## src/rtl/grf_wport_arb.sv

```systemverilog
// ---------------------------------------------------------------------------
// grf_wport_arb
//   Round-robin arbiter for the single write port of the register file, with
//   a one-cycle registered write stage and a per-register busy scoreboard.
//
//   Ports
//     i_clk, i_rst_b     clock (rising edge) / asynchronous active-low reset
//     i_clk_en           global enable; low freezes every register here
//     i_req_valid/ready  NREQ writeback requesters, one-hot grant in ready
//     i_req_addr/wen/data  per-requester payload, requester k at slice k
//     i_rsv_valid/addr   issue logic reserving a destination register
//     o_rsv_ready        reservation accepted this cycle
//     o_busy             scoreboard, bit r = write to Rr outstanding
//     o_rf_*             registered write port toward the register file
// ---------------------------------------------------------------------------
module grf_wport_arb #(
    parameter int NREQ = 3,
    parameter int DW   = 32,
    parameter int AW   = 4
) (
    input  logic                   i_clk,
    input  logic                   i_rst_b,
    input  logic                   i_clk_en,
    input  logic [NREQ-1:0]        i_req_valid,
    output logic [NREQ-1:0]        o_req_ready,
    input  logic [NREQ*AW-1:0]     i_req_addr,
    input  logic [NREQ*DW/8-1:0]   i_req_wen,
    input  logic [NREQ*DW-1:0]     i_req_data,
    input  logic                   i_rsv_valid,
    input  logic [AW-1:0]          i_rsv_addr,
    output logic                   o_rsv_ready,
    output logic [2**AW-1:0]       o_busy,
    output logic [AW-1:0]          o_rf_waddr,
    output logic [DW/8-1:0]        o_rf_wen,
    output logic [DW-1:0]          o_rf_din,
    output logic                   o_rf_cs_b
);

    localparam int BW   = DW / 8;
    localparam int NREG = 2 ** AW;
    localparam int PW   = $clog2(NREQ);

    logic [PW-1:0]   r_rr_ptr;
    logic [AW-1:0]   r_rf_waddr;
    logic [BW-1:0]   r_rf_wen;
    logic [DW-1:0]   r_rf_din;
    logic            r_rf_cs_b;
    logic            r_clr_pend;   // stage holds a transfer (write or release)
    logic [NREG-1:0] r_busy;

    logic [PW-1:0]   w_gnt_idx;
    logic            w_gnt_any;
    logic [PW-1:0]   w_cand;
    logic            w_xfer;
    logic [PW-1:0]   w_ptr_nxt;
    logic [AW-1:0]   w_sel_addr;
    logic [BW-1:0]   w_sel_wen;
    logic [DW-1:0]   w_sel_data;
    logic            w_rsv_ok;
    logic [NREG-1:0] w_busy_nxt;

    // Round-robin search: first valid requester at or after the pointer,
    // wrapping modulo NREQ (NREQ need not be a power of two).
    // NOTE: every signal written in always_comb gets a default first, so no
    // path leaves it unassigned and no latch is inferred.
    always_comb begin
        w_gnt_any = 1'b0;
        w_gnt_idx = '0;
        w_cand    = '0;
        for (int i = 0; i < NREQ; i++) begin
            w_cand = PW'((int'(r_rr_ptr) + i) % NREQ);
            if (!w_gnt_any && i_req_valid[w_cand]) begin
                w_gnt_any = 1'b1;
                w_gnt_idx = w_cand;
            end
        end
    end

    // Grants are suppressed while frozen or held in reset.
    assign w_xfer    = w_gnt_any & i_clk_en & i_rst_b;
    assign w_ptr_nxt = (w_gnt_idx == PW'(NREQ - 1)) ? '0 : w_gnt_idx + PW'(1);

    always_comb begin
        o_req_ready = '0;
        if (w_xfer) begin
            o_req_ready[w_gnt_idx] = 1'b1;
        end
    end

    always_comb begin
        w_sel_addr = '0;
        w_sel_wen  = '0;
        w_sel_data = '0;
        for (int k = 0; k < NREQ; k++) begin
            if (w_gnt_idx == PW'(k)) begin
                w_sel_addr = i_req_addr[k*AW +: AW];
                w_sel_wen  = i_req_wen[k*BW +: BW];
                w_sel_data = i_req_data[k*DW +: DW];
            end
        end
    end

    // A register still busy is refused, including the cycle its pending write
    // is presented to the file; the retry succeeds one cycle later.
    assign w_rsv_ok    = i_clk_en & ~r_busy[i_rsv_addr];
    assign o_rsv_ready = w_rsv_ok;

    // Clear from the staged transfer first, then the new reservation, so a
    // reservation of a register that was written untracked still sticks.
    always_comb begin
        w_busy_nxt = r_busy;
        if (r_clr_pend) begin
            w_busy_nxt[r_rf_waddr] = 1'b0;
        end
        if (i_rsv_valid && w_rsv_ok) begin
            w_busy_nxt[i_rsv_addr] = 1'b1;
        end
    end

    // Write stage. A zero-enable transfer is a release: it still clears the
    // scoreboard through r_clr_pend but never selects the file.
    // NOTE: state registers use non-blocking assignments so every flop samples
    // pre-edge values regardless of statement order.
    always_ff @(posedge i_clk or negedge i_rst_b) begin
        if (!i_rst_b) begin
            r_rr_ptr   <= '0;
            r_rf_waddr <= '0;
            r_rf_wen   <= '0;
            r_rf_din   <= '0;
            r_rf_cs_b  <= 1'b1;
            r_clr_pend <= 1'b0;
        end else if (i_clk_en) begin
            r_clr_pend <= w_xfer;
            if (w_xfer) begin
                r_rr_ptr   <= w_ptr_nxt;
                r_rf_waddr <= w_sel_addr;
                r_rf_wen   <= w_sel_wen;
                r_rf_din   <= w_sel_data;
                r_rf_cs_b  <= ~|w_sel_wen;
            end else begin
                r_rf_wen   <= '0;
                r_rf_cs_b  <= 1'b1;
            end
        end
    end

    // NOTE: the scoreboard is a flop array, not a RAM, so it is reset like any
    // other register; a stale busy bit after reset would stall issue forever.
    always_ff @(posedge i_clk or negedge i_rst_b) begin
        if (!i_rst_b) begin
            r_busy <= '0;
        end else if (i_clk_en) begin
            r_busy <= w_busy_nxt;
        end
    end

    assign o_busy     = r_busy;
    assign o_rf_waddr = r_rf_waddr;
    assign o_rf_wen   = r_rf_wen;
    assign o_rf_din   = r_rf_din;
    assign o_rf_cs_b  = r_rf_cs_b;

endmodule
```

## config.mk

```make
export PLATFORM = sky130hd
export DESIGN_NAME = grf_wport_arb
export DESIGN_NICKNAME = d
export VERILOG_FILES = /design/src/rtl/grf_wport_arb.sv
export SDC_FILE = /design/constraint.sdc
export NUM_CORES = 1
export LEC_CHECK = 0
export BUFFER_PORTS_ARGS = -buffer_cell sky130_fd_sc_hd__buf_2
export CAP_MARGIN = 20
export CORE_ASPECT_RATIO = 0.5
export CORE_MARGIN = 3
export CORE_UTILIZATION = 48
export DETAILED_ROUTE_END_ITERATION = 10
export PLACE_DENSITY = 0.87
export SYNTH_ARGS = -nofsm -noshare
export SYNTH_HDL_FRONTEND = slang
export SYNTH_SLANG_ARGS = --single-unit
```

## constraint.sdc

```tcl
create_clock -name i_clk -period 6.3 [get_ports i_clk]
set_clock_uncertainty 0.05 [all_clocks]
set_input_delay 0.315 -clock i_clk [delete_from_list [all_inputs] [get_ports i_clk]]
set_output_delay 0.315 -clock i_clk [all_outputs]
set_load 0.01 [all_outputs]
```

## After elaboration in Yosys (flattened, before gate mapping)

Index checks and enable logic that the tools add are counted.

| word-level totals | value |
|---|---|
| output and inout bits | 61 |
| logic and storage cells | 78 |
| bits in registers | 60 |
| input port bits | 131 |

| operators by class | value |
|---|---|
| magnitude comparators | 9 |
| $add $sub $neg | 3 |
| div/mod/pow operators | 3 |
| mux-type cells | 35 |
| equal/unequal tests | 2 |
| bitwise logic cells | 7 |
| reduce and logical (&&, ||, !) cells | 12 |

Operator list:

| operator | count |
|---|---|
| two-way mux 32 bit | 3 |
| modulo 32 x 3 -> 32 bit (second input constant) | 2 |
| modulo 3 x 3 -> 32 bit (second input constant) | 1 |
| two-way mux 16 bit | 2 |
| two-way mux 4 bit | 7 |
| AND 16 bit | 1 |
| inverter 16 bit | 1 |
| OR 16 bit | 1 |
| less-than comparator 2 x 3 -> 1 bit (second input constant) | 4 |
| two-way mux 1 bit | 11 |
| less-than comparator 4 x 5 -> 1 bit (second input constant) | 2 |
| demux 1 bit (select 4 bit) | 2 |
| >= comparator 4 x 1 -> 1 bit (second input constant) | 2 |
| two-way mux 2 bit | 4 |
| binary-select mux 1 bit (select 2 bit) | 3 |
| logical AND 1 bit | 6 |
| binary-select mux 1 bit (select 4 bit) | 1 |
| OR reduction 4 bit | 1 |
| adder 2 x 1 -> 3 bit (second input constant) | 1 |
| adder 2 x 2 -> 3 bit (second input constant) | 1 |
| AND 1 bit | 3 |
| zero test 1 bit | 3 |
| two-way mux 3 bit | 1 |
| adder 2 x 1 -> 2 bit (second input constant) | 1 |
| other kinds (7) | 7 |

## Longest topological paths before layout

Gate-level depths: netlist of the first run.

| depth | value |
|---|---|
| depth in word-level cells | 17 |
| depth in mapped cells | 11 |
| mapped depth without buffers | 9 |

## Least setup slack after synthesis of the first run

No wires, ideal clock.

| path | value |
|---|---|
| path type | flip-flop to output port |
| from | reg r_rr_ptr[0] |
| to | out o_req_ready[2] |
| slack | 3,946 ps |
| buffers on the path | 2 |
| cell stages (with the launch flop) | 10 |
| arrival time | 1,989 ps |
| cells stage by stage | dfrtp_1 > inv_1 > ha_1 > nor2b_1 > o21ai_0 > nand2_1 > o211ai_2 > buf_2 > buf_2 > nor2_1 |

| between the ends | value |
|---|---|
| longest elaborated chain between the ends | 15 |
| elaborated cells on any way between the ends | 29 |
| classes of those cells | add/sub (2); div (3); order compare (2); mux (15); bitwise (2); reduce/logical (5) |

Ends and longest elaborated chain:

| element | line | source |
|---|---|---|
| start: declaration | 43 | `logic [PW-1:0] r_rr_ptr;` |
| start signal: assignment | 135 | `r_rr_ptr <= w_ptr_nxt;` |
| branches (longest 14 deep; another with modulo 32 x 3 -> 32 bit) | - |  |
| two-way mux 3 bit * | 85 | `if (w_xfer) begin` |
| end: declaration | 25 | `output logic [NREQ-1:0] o_req_ready,` |

Every way passes the cells marked *. The select of a mux whose other input is x is not followed.

## Worst setup path after layout of the first run

| path | value |
|---|---|
| from | reg r_rr_ptr[0] |
| to | out o_req_ready[0] |

Same word-level chain as after synthesis.

==> out/metrics.cfg, run 1 <==
[outcome]
status=completed

[sta]
whs_ns=0.0973
drv_slew=0
rsz0062_at_grt=no
slew_headroom=0.305
min_period_ns=3.28
finalCritPeriodShare=0.520
hold_viol=0
worst_pin_slew_ns=1.04
setup_tns_ns=0
fmax_mhz=305
setup_violations=0

[yosys]
synth_seq_cells=60
synthArstFlopShare=1.00
ys.flop_type=dfrtp_1
netlist.area_leader.share=0.425
syn-num-nets=484
yosys_warnings=0
avgSynthCellArea_um2=9.96
synth_area_mm2=0.00348
ys_types=41
yosysMostFrequentCell=dfrtp_1
synthCells=349
seq_area_frac_synth=0.432
synth_top_cell_by_area=dfrtp_1
synthTopCellsByCount=59 x dfrtp_1, 42 x nor2_1, 40 x mux2i_1, 38 x a21o_1, 36 x a211oi_1
synth-edff-count=0
ys_top_cells_by_area=dfrtp_1 42%, mux2i_1 12%, a21o_1 8.2%, a211oi_1 7.8%, nor2_1 4.5%

[cells_and_area]
fin_nets=666
drive_above_1_share=0.418
n_fill_cell=561
multi_input_area_mm2=0.00182
seq_area_mm2=0.00150
areaGrowthSynthToFinish_pct=36.8
insertedDiodeCount=0

[setup_path]
critical_path_class=register to primary output
critPathBufInv=2
max_stage_delay_ns=0.85
setup.worst_path.start_class=register
path_max_fanout=43
cp.required_ns=5.93
worstPathArrival_ns=2.91
endpoint_kind=primary output
critPathSlowestCell=o211ai_4
path_cells=inv_1 -> ha_1 -> nor2b_1 -> o21ai_0 -> nand2_1 -> o211ai_4 -> nor3b_1 -> buf_2
cp_top_family=compound AO/OA/AOI/OAI gates

[clock_network]
post-cts-setup-buffer-count=0
clkLatencyLatePin_ns=0.32
cts_resized=0
clk_pin_slew_ns=0.05
cts_htree_levels=3
postCtsHoldBufs=0
cts_tree=done
cts_root_buf=clkbuf_16
clkSinkCount=60
clk_path_buf_depth=2
cts_buffers=9

[floorplan]
core_mm2=0.00686
rows=21
start_util=0.507
die-width_um=126
die_h_um=66.2
die-area_mm2=0.00836
io_pins=192

[global_routing]
track_usage=0.226
grt_start_max_net_pins=62
grt_pass1_wl_um=15200
overflow=0
antenna_found_initial=0
grt_pass1_vias=3289

[route]
ant_nets=0
num_vias=3370
drt-total-wl_um=9430
drtPass1Iterations=4
drc=0
drt-vias-per-instance=5.37
wl_per_cell_um=15.0
drt_iter0_markers=165

[job]
drv_cap=0

[power]
p_comb_frac=0.475
power.share.sequential=0.309
vdd.ir_drop.worst_mv=0.219
p_clk_frac=0.216
finalPower_mw=2.25
switching_power_uw=873
power.internal_mw=1.37
p_sw_frac=0.388
powerDensity_mw_per_mm2=472
p_leak_nw=2.54

[min_path]
holdCritPathClass=input pin to asynchronous set/reset pin

[place]
dp_hpwl_um=7150
portBuffers=191
gp_congestion=0.878

==> power groups by stage <==
stage | Clock [mW] | Sequential [mW] | Combinational (mW)
final | 0.486 | 0.694 | 1.07
after floorplan | 0 | 0.767 | 0.658
after global routing | 0.514 | 0.719 | 1.18
after detailed placement | 0 | 0.697 | 1.07
after CTS | 0.494 | 0.693 | 1.08
after global placement | 0 | 0.692 | 1.04
==> worst register-to-register path: cells and delay by family (launching register included) <==
| kind | cells | cell delay, ns |
|---|---|---|
| AND/OR/NAND/NOR | 2 | 0.22 |
| adder cells (fa/ha/maj) | 1 | 0.38 |
| flip-flops | 1 | 0.38 |
| AO/OA/AOI/OAI | 4 | 1.41 |
| buffers and inverters | 2 | 0.61 |
==> path summary, 6_finish.rpt <==
kind	from	to	slack, ns	depth (start not counted)
worst max-delay path	r_rr_ptr[0]	o_req_ready[0]	3.02	8
worst min-delay path	i_rst_b	o_busy[7]	0.1	2
worst max register to register	r_rr_ptr[0]	o_rf_din[0]	3.12	9
worst min register to register	o_rf_din[30]	o_rf_din[30]	0.42	1
max in group asynchronous	i_rst_b	o_rf_din[16]	5.56	2
min in group i_clk	i_req_wen[8]	o_rf_wen[0]	0.27	3
==> cells by family (layout without fill, tap and decap cells) <==
logic type / Yosys count / in the layout / synth area share
AOI/OAI and AO/OA: 126 / 126 / 0.247
and+or+nand+nor: 81 / 81 / 0.109
DFF: 60 / 60 / 0.432
muxes: 46 / 46 / 0.151
buffers and inverters: 32 / 219 / 0.0464
adders and majority gates: 4 / 4 / 0.0144
==> routing by layer <==
| metal | global-route usage | part of all wire | up-vias |
|---|---|---|---|
| li1 | - | - | 1650 |
| met1 | 0.268 | 0.41 | 1592 |
| met2 | 0.401 | 0.52 | 120 |
| met3 | 0.0653 | 0.062 | 8 |
| met4 | 0.0695 | 0.0079 | 0 |
| met5 | 0 | 0 | - |
==> flip-flops by register name (all words and copies together) (netlist names) <==
signal and cells:
o_rf_waddr 4, r_clr_pend 1, r_rr_ptr 2, o_rf_wen 4, o_rf_din 32, o_busy 16, o_rf_cs_b 1
==> placed cells by master, fill, tap and decap left out, types with 2 or more instances in the layout <==
| cell type | instances |
|---|---|
| a211o_1 | 2 |
| a211oi_1 | 36 |
| nand2b_1 | 10 |
| o21ai_1 | 17 |
| dfrtp_1 | 59 |
| ha_1 | 4 |
| nand3_1 | 2 |
| a21o_1 | 38 |
| clkbuf_8 | 2 |
| nor2_1 | 42 |
| or2_2 | 2 |
| mux2i_1 | 40 |
| o22ai_1 | 2 |
| buf_4 | 4 |
| inv_1 | 8 |
| o21ai_0 | 20 |
| nor2b_1 | 6 |
| clkbuf_16 | 9 |
| mux4_2 | 5 |
| clkinv_2 | 4 |
| o21bai_1 | 2 |
| a21oi_1 | 2 |
| buf_2 | 191 |
| nand2_1 | 11 |
==> through the flow <==
step | instance area, um2 | instances | worst slack [ns] | utilization
floorplan | 3480 | 349 | 3.95 | -
global placement | 4460 | 612 | 3.25 | 0.650
detailed placement | 4460 | 612 | 3.14 | 0.650
CTS | 4760 | 628 | 3.00 | 0.694
global route | 4760 | 628 | 2.78 | 0.694
finish | 4760 | 628 | 3.02 | 0.694
==> area by class of cell <==
class	instances	share of cell area
flip-flops and latches	60	0.316
multi-input cells	257	0.383
inverters	8	0.00631
clock buffers	11	0.0531
repair buffers	195	0.207
well taps	92	0.0242
clock inverters	5	0.0105
Power figures use the tool's default switching activity.
==> run 2, diff against run 1 <==
CORE_UTILIZATION = 41   (was 48)
PLACE_DENSITY = 0.79   (was 0.87)
clock period = 2.7 ns   (was 6.3 ns; I/O delays follow)
==> run 2 against run 1 <==
Compared with the run above:
- non-clock buffer count increased by 8
- highest routed layer unchanged
- final area increased by 3.8%
- combinational power increased by 150%
- critical path type unchanged
- worst hold slack got worse by 0.020 ns
- clock power increased to 2.5 times the previous value
- first-iteration DRC count increased by 63%
==> out/metrics.cfg, run 2 (same netlist as run 1, synthesis figures left out) <==
[global_routing]
antenna_found_initial=0  ; unchanged
grt_pass1_vias=3425  ; +4.1%
grt_start_max_net_pins=61  ; -1.6%
overflow=0  ; unchanged
grt_pass1_wl_um=16200  ; +6.9%
track_usage=0.211  ; -0.0144

[setup_path]
path_max_fanout=39  ; -9.3%
critPathSlowestCell=dfrtp_1
critical_path_class=register to primary output
r2r-end=o_rf_din[23]
regToRegSetupSlack_ns=0.26  ; -2.86 ns
worstPathArrival_ns=2.30  ; -0.61 ns
cp.required_ns=2.52  ; -3.41 ns
cp_top_family=buffers and inverters
path_cells=inv_1 -> ha_1 -> mux2_2 -> nand2_1 -> nand2_1 -> o211ai_4 -> buf_12 -> nor3b_2 -> buf_2
setup.worst_path.start_class=register
reg2reg_from=r_rr_ptr[1]
cpMostUsedCell=nand2_1
critPathBufInv=3  ; +1
max_stage_delay_ns=0.41  ; -0.44 ns
endpoint_kind=primary output
worstRegToRegCells=11  ; +2

[sta]
rsz0062_at_grt=no
setup_violations=0  ; unchanged
hold_viol=0  ; unchanged
setup_tns_ns=0  ; unchanged
finalCritPeriodShare=0.921
min_period_ns=2.49
worst_pin_slew_ns=0.766  ; -0.272 ns
fmax_mhz=402
worst_slack_ns=0.214  ; -2.81 ns
whs_ns=0.0771  ; -0.0202 ns
slew_headroom=0.489  ; +0.184
drv_slew=0  ; unchanged

[job]
drv_cap=0  ; unchanged

[clock_network]
clkSinkCount=60  ; unchanged
cts_htree_levels=3  ; unchanged
cts_tree=done
clk_path_buf_depth=2  ; unchanged
cts_buffers=9  ; unchanged
cts_root_buf=clkbuf_16
clkLatencyLatePin_ns=0.33  ; about the same
clk_pin_slew_ns=0.05  ; about the same

[route]
wl_per_cell_um=15.2  ; +1.5%
num_vias=3421  ; +1.5%
drt-total-wl_um=10000  ; +6.0%
highest_layer=met4
drt-vias-per-instance=5.21  ; -2.8%
ant_nets=0  ; unchanged
routed-wl-met3_um=640  ; +9.6%
wl_met2_um=5160  ; +5.0%
met1Wirelength_um=4120  ; +6.8%
drtPass1Iterations=4  ; unchanged
drt_iter0_markers=269  ; +63%
drc=0  ; unchanged

[floorplan]
die-width_um=136  ; +7.8%
start_util=0.428  ; -0.0786
rows=23  ; +9.5%
io_pins=192  ; unchanged
core_mm2=0.00812  ; +18%
die_h_um=71.1  ; +7.5%
die-area_mm2=0.00969  ; +16%

[outcome]
status=completed

[min_path]
whs_path_depth=3
holdCritPathClass=input pin to register
min_to=o_rf_wen[2]
holdCritStartpoint=i_req_wen[10]

[cells_and_area]
drive_above_1_share=0.426  ; +0.00856
fin_nets=674  ; +1.2%
areaGrowthSynthToFinish_pct=42.0
insertedDiodeCount=0  ; unchanged
n_fill_cell=734  ; +31%
layout_common_cells=191 x buf_2, 59 x dfrtp_1, 42 x nor2_1
largest_register_ffs=32  ; unchanged
finalNonFillerCells=656  ; +4.5%
final_core_util=0.608  ; -0.0855
final_common_cell=buf_2
design_area_mm2=0.00494  ; +3.8%

[place]
dp_cells=636  ; +3.9%
place_ws_ns=0.175  ; -2.97 ns
placed_cell_area_mm2=0.00457  ; +2.6%
dp_hpwl_um=7510  ; +5.1%
portBuffers=191  ; unchanged
gp_congestion=0.875  ; -0.39%

[power]
powerDensity_mw_per_mm2=1120  ; +140%
finalPower_mw=5.52  ; +150%
p_leak_nw=2.60  ; +2.3%
vdd.ir_drop.worst_mv=0.484  ; +120%

## run 2: changes by cell type in the layout (fill, tap and decap cells not counted)
cell           change
dlygate4sd3_1      +1
o21ai_1            +1
bufinv_16          +1
nor3b_1            -1
clkinvlp_4         +3
nor3b_2            +1
buf_4              +2
clkbuf_8           -1
buf_12             +5
clkinv_2           -3
o21ai_0            -1
## run 2: worst register-to-register path: cells and delay by family, from the launching register on
family                   cells  cell delay (ns)
buffers and inverters        3             0.44
flip-flops                   1             0.41
AO/OA/AOI/OAI                2             0.25
AND/OR/NAND/NOR              3             0.39
adder cells (fa/ha/maj)      1             0.23
multiplexers                 2             0.57
## run 2: layout make-up
class                      count  area, um2  share of cell area
inverter                       8       30.0             0.00608
sequential                    60       1500               0.304
tap                          112        140              0.0284
clock buffer                  10        239              0.0484
multi-input combinational    257       1830               0.370
timing repair buffer         203       1110               0.225
clock inverter                 6       87.6              0.0177
## run 2: how the worst max path moves through the flow
stage                     slack, ns              to  depth (start not counted)        start
after floorplan                0.42     o_rf_din[0]                         11  r_rr_ptr[0]
after global placement         0.28     o_rf_din[3]                         10  r_rr_ptr[0]
after detailed placement       0.17    o_rf_din[23]                         11  r_rr_ptr[0]
after CTS                      0.07  o_req_ready[0]                          8  r_rr_ptr[0]
after global routing           0.03  o_req_ready[0]                          9  r_rr_ptr[0]
final                          0.21  o_req_ready[0]                          9  r_rr_ptr[1]
## run 2: power breakdown
group          total, mW  internal (mW)  switching [mW]
Sequential          1.62           1.33           0.286
Clock               1.23          0.830           0.403
Combinational       2.66           1.25            1.42
## run 2: layer usage
metal / up-vias / GRT usage
met4: 0 / 0.0592
met2: 116 / 0.362
met5: - / 0
met1: 1626 / 0.256
li1: 1669 / -
met3: 10 / 0.0717
## run 2: repair_timing
action,4_1_cts,5_1_grt
pin swaps,2,1
hold buffers,1,0
hold endpoints to repair,21,0
setup endpoints to repair,2,30
buffers inserted,3,0
resized for setup,0,2
==> run 3, diff against run 2 <==
--- a/constraint.sdc
+++ b/constraint.sdc
@@ -4,2 +4,2 @@
 set_output_delay 0.135 -clock i_clk [all_outputs]
-set_load 0.01 [all_outputs]
+set_load 0.005 [all_outputs]
==> run 3 against run 2 <==
Compared with the run above:
- worst hold slack improved by 0.0015 ns
- register-to-register slack got worse by 0.07 ns
- critical path depth did not move
- total power fell by 3.0%
- core utilization did not move
- critical endpoint unchanged
- largest cell class unchanged
- largest power group unchanged
==> out/metrics.cfg, run 3 (same netlist as run 1, synthesis figures left out) <==
[outcome]
status=completed

[setup_path]
setup.worst_path.start_class=register
endpoint_kind=primary output
regToRegSetupSlack_ns=0.19  ; -0.07 ns
worstRegToRegCells=11  ; unchanged
critical_path_class=register to primary output
reg2reg_from=r_rr_ptr[0]
r2r-end=o_rf_din[23]
cp.required_ns=2.52  ; about the same
path_max_fanout=39  ; unchanged
critPathCapture=o_req_ready[0]
worstPathArrival_ns=2.40  ; +0.10 ns
crit_start=r_rr_ptr[0]

[clock_network]
cts_tree=done
clkSinkCount=60  ; unchanged
cts_buffers=9  ; unchanged
cts_root_buf=clkbuf_16
clk_pin_slew_ns=0.05  ; about the same
clk_path_buf_depth=2  ; unchanged
cts_htree_levels=3  ; unchanged
clkLatencyLatePin_ns=0.33  ; about the same

[route]
num_vias=3389  ; -0.94%
drtPass1Iterations=4  ; unchanged
wl_met2_um=5110  ; -0.87%
ant_nets=0  ; unchanged
highest_layer=met4
routed-wl-met3_um=597  ; -6.7%
drt_iter0_markers=228  ; -15%
drt-vias-per-instance=5.17  ; -0.94%
drc=0  ; unchanged
met1Wirelength_um=4170  ; +1.3%
drt-total-wl_um=10000  ; +0.17%
wl_per_cell_um=15.3  ; +0.17%

[sta]
min_period_ns=2.58  ; +0.0952 ns
setup_violations=0  ; unchanged
slew_headroom=0.489  ; -0.000617
hold_viol=0  ; unchanged
worst_pin_slew_ns=0.767  ; +0.000926 ns
fmax_mhz=387  ; -3.7%
finalCritPeriodShare=0.956  ; +0.0353
setup_tns_ns=0  ; unchanged
drv_slew=0  ; unchanged
whs_ns=0.0786  ; +0.00154 ns

[floorplan]
core_mm2=0.00812  ; unchanged
die_h_um=71.1  ; unchanged
io_pins=192  ; unchanged
rows=23  ; unchanged
start_util=0.428  ; unchanged
die-width_um=136  ; unchanged
die-area_mm2=0.00969  ; unchanged

[cells_and_area]
layout_common_cells=191 x buf_2, 59 x dfrtp_1, 42 x nor2_1
drive_above_1_share=0.426  ; unchanged
design_area_mm2=0.00494  ; unchanged
insertedDiodeCount=0  ; unchanged
final_common_cell=buf_2
largest_register_ffs=32  ; unchanged
areaGrowthSynthToFinish_pct=42.0  ; unchanged
fin_nets=674  ; unchanged
seq_area_mm2=0.00150  ; unchanged
multi_input_area_mm2=0.00183  ; unchanged
n_fill_cell=734  ; unchanged

[job]
drv_cap=0  ; unchanged

[global_routing]
grt_pass1_vias=3412  ; -0.38%
grt_start_max_net_pins=61  ; unchanged
antenna_found_initial=0  ; unchanged
grt_pass1_wl_um=16100  ; -0.85%
overflow=0  ; unchanged
track_usage=0.209  ; -0.00230

[min_path]
holdCritPathClass=input pin to register

[place]
placed_cell_area_mm2=0.00457  ; unchanged
dp_hpwl_um=7510  ; unchanged
portBuffers=191  ; unchanged
gp_congestion=0.875  ; unchanged

[power]
powerDensity_mw_per_mm2=1080  ; -3.0%
vdd.ir_drop.worst_mv=0.488  ; +0.83%
finalPower_mw=5.35  ; -3.0%
p_leak_nw=2.60  ; about the same

## run 3: routing by layer
metal	global-route usage	up-vias
li1	-	1665
met5	0	-
met3	0.0646	16
met4	0.0659	0
met2	0.359	103
met1	0.253	1605
## run 3: worst max-delay path, cell delays in order, from the launching register on
cell and delay (ns):
dfrtp_1 0.39, inv_1 0.08, ha_1 0.38, nor2b_1 0.08, o21ai_1 0.24, nand2_1 0.14
o211ai_4 0.31, buf_12 0.24, nor3b_2 0.07, buf_2 0.13
## run 3: timing repair
action | in CTS | in global routing
hold buffers | 1 | 0
pin swaps | 2 | 2
buffers inserted | 1 | 2
resized for setup | 0 | 2
endpoints found under the setup margin | 1 | 30
endpoints found under the hold margin | 21 | 0
## run 3: worst min path at each step
stage	start	end	slack, ns	cells past startpoint
after floorplan	i_rst_b	o_busy[0]	-0.21	0
after global placement	i_rst_b	o_rf_wen[0]	0.34	2
after detailed placement	i_rst_b	o_busy[2]	0.35	2
after CTS	i_req_wen[10]	o_rf_wen[2]	0.07	3
after global routing	i_req_wen[10]	o_rf_wen[2]	0.1	3
final	i_req_wen[10]	o_rf_wen[2]	0.08	3
## run 3: area by class of cell
cell class,count,area share
timing repair buffer,203,0.225
clock inverter,6,0.0177
multi-input combinational,257,0.370
tap,112,0.0284
clock buffer,10,0.0484
sequential,60,0.304
inverter,8,0.00608
## run 3: report_power, final
group,leakage [nW],internal (mW),total (mW),switching [mW]
Sequential,0.742,1.33,1.62,0.285
Combinational,1.70,1.24,2.50,1.26
Clock,0.151,0.830,1.23,0.401
Total,2.60,3.40,5.35,1.94
## run 3: metrics by stage
step	util	instances	worst slack, ns
floorplan	-	349	0.416
global placement	0.564	636	0.284
detailed placement	0.564	636	0.175
CTS	0.606	654	0.00976
global route	0.608	656	-0.0569
finish	0.608	656	0.119
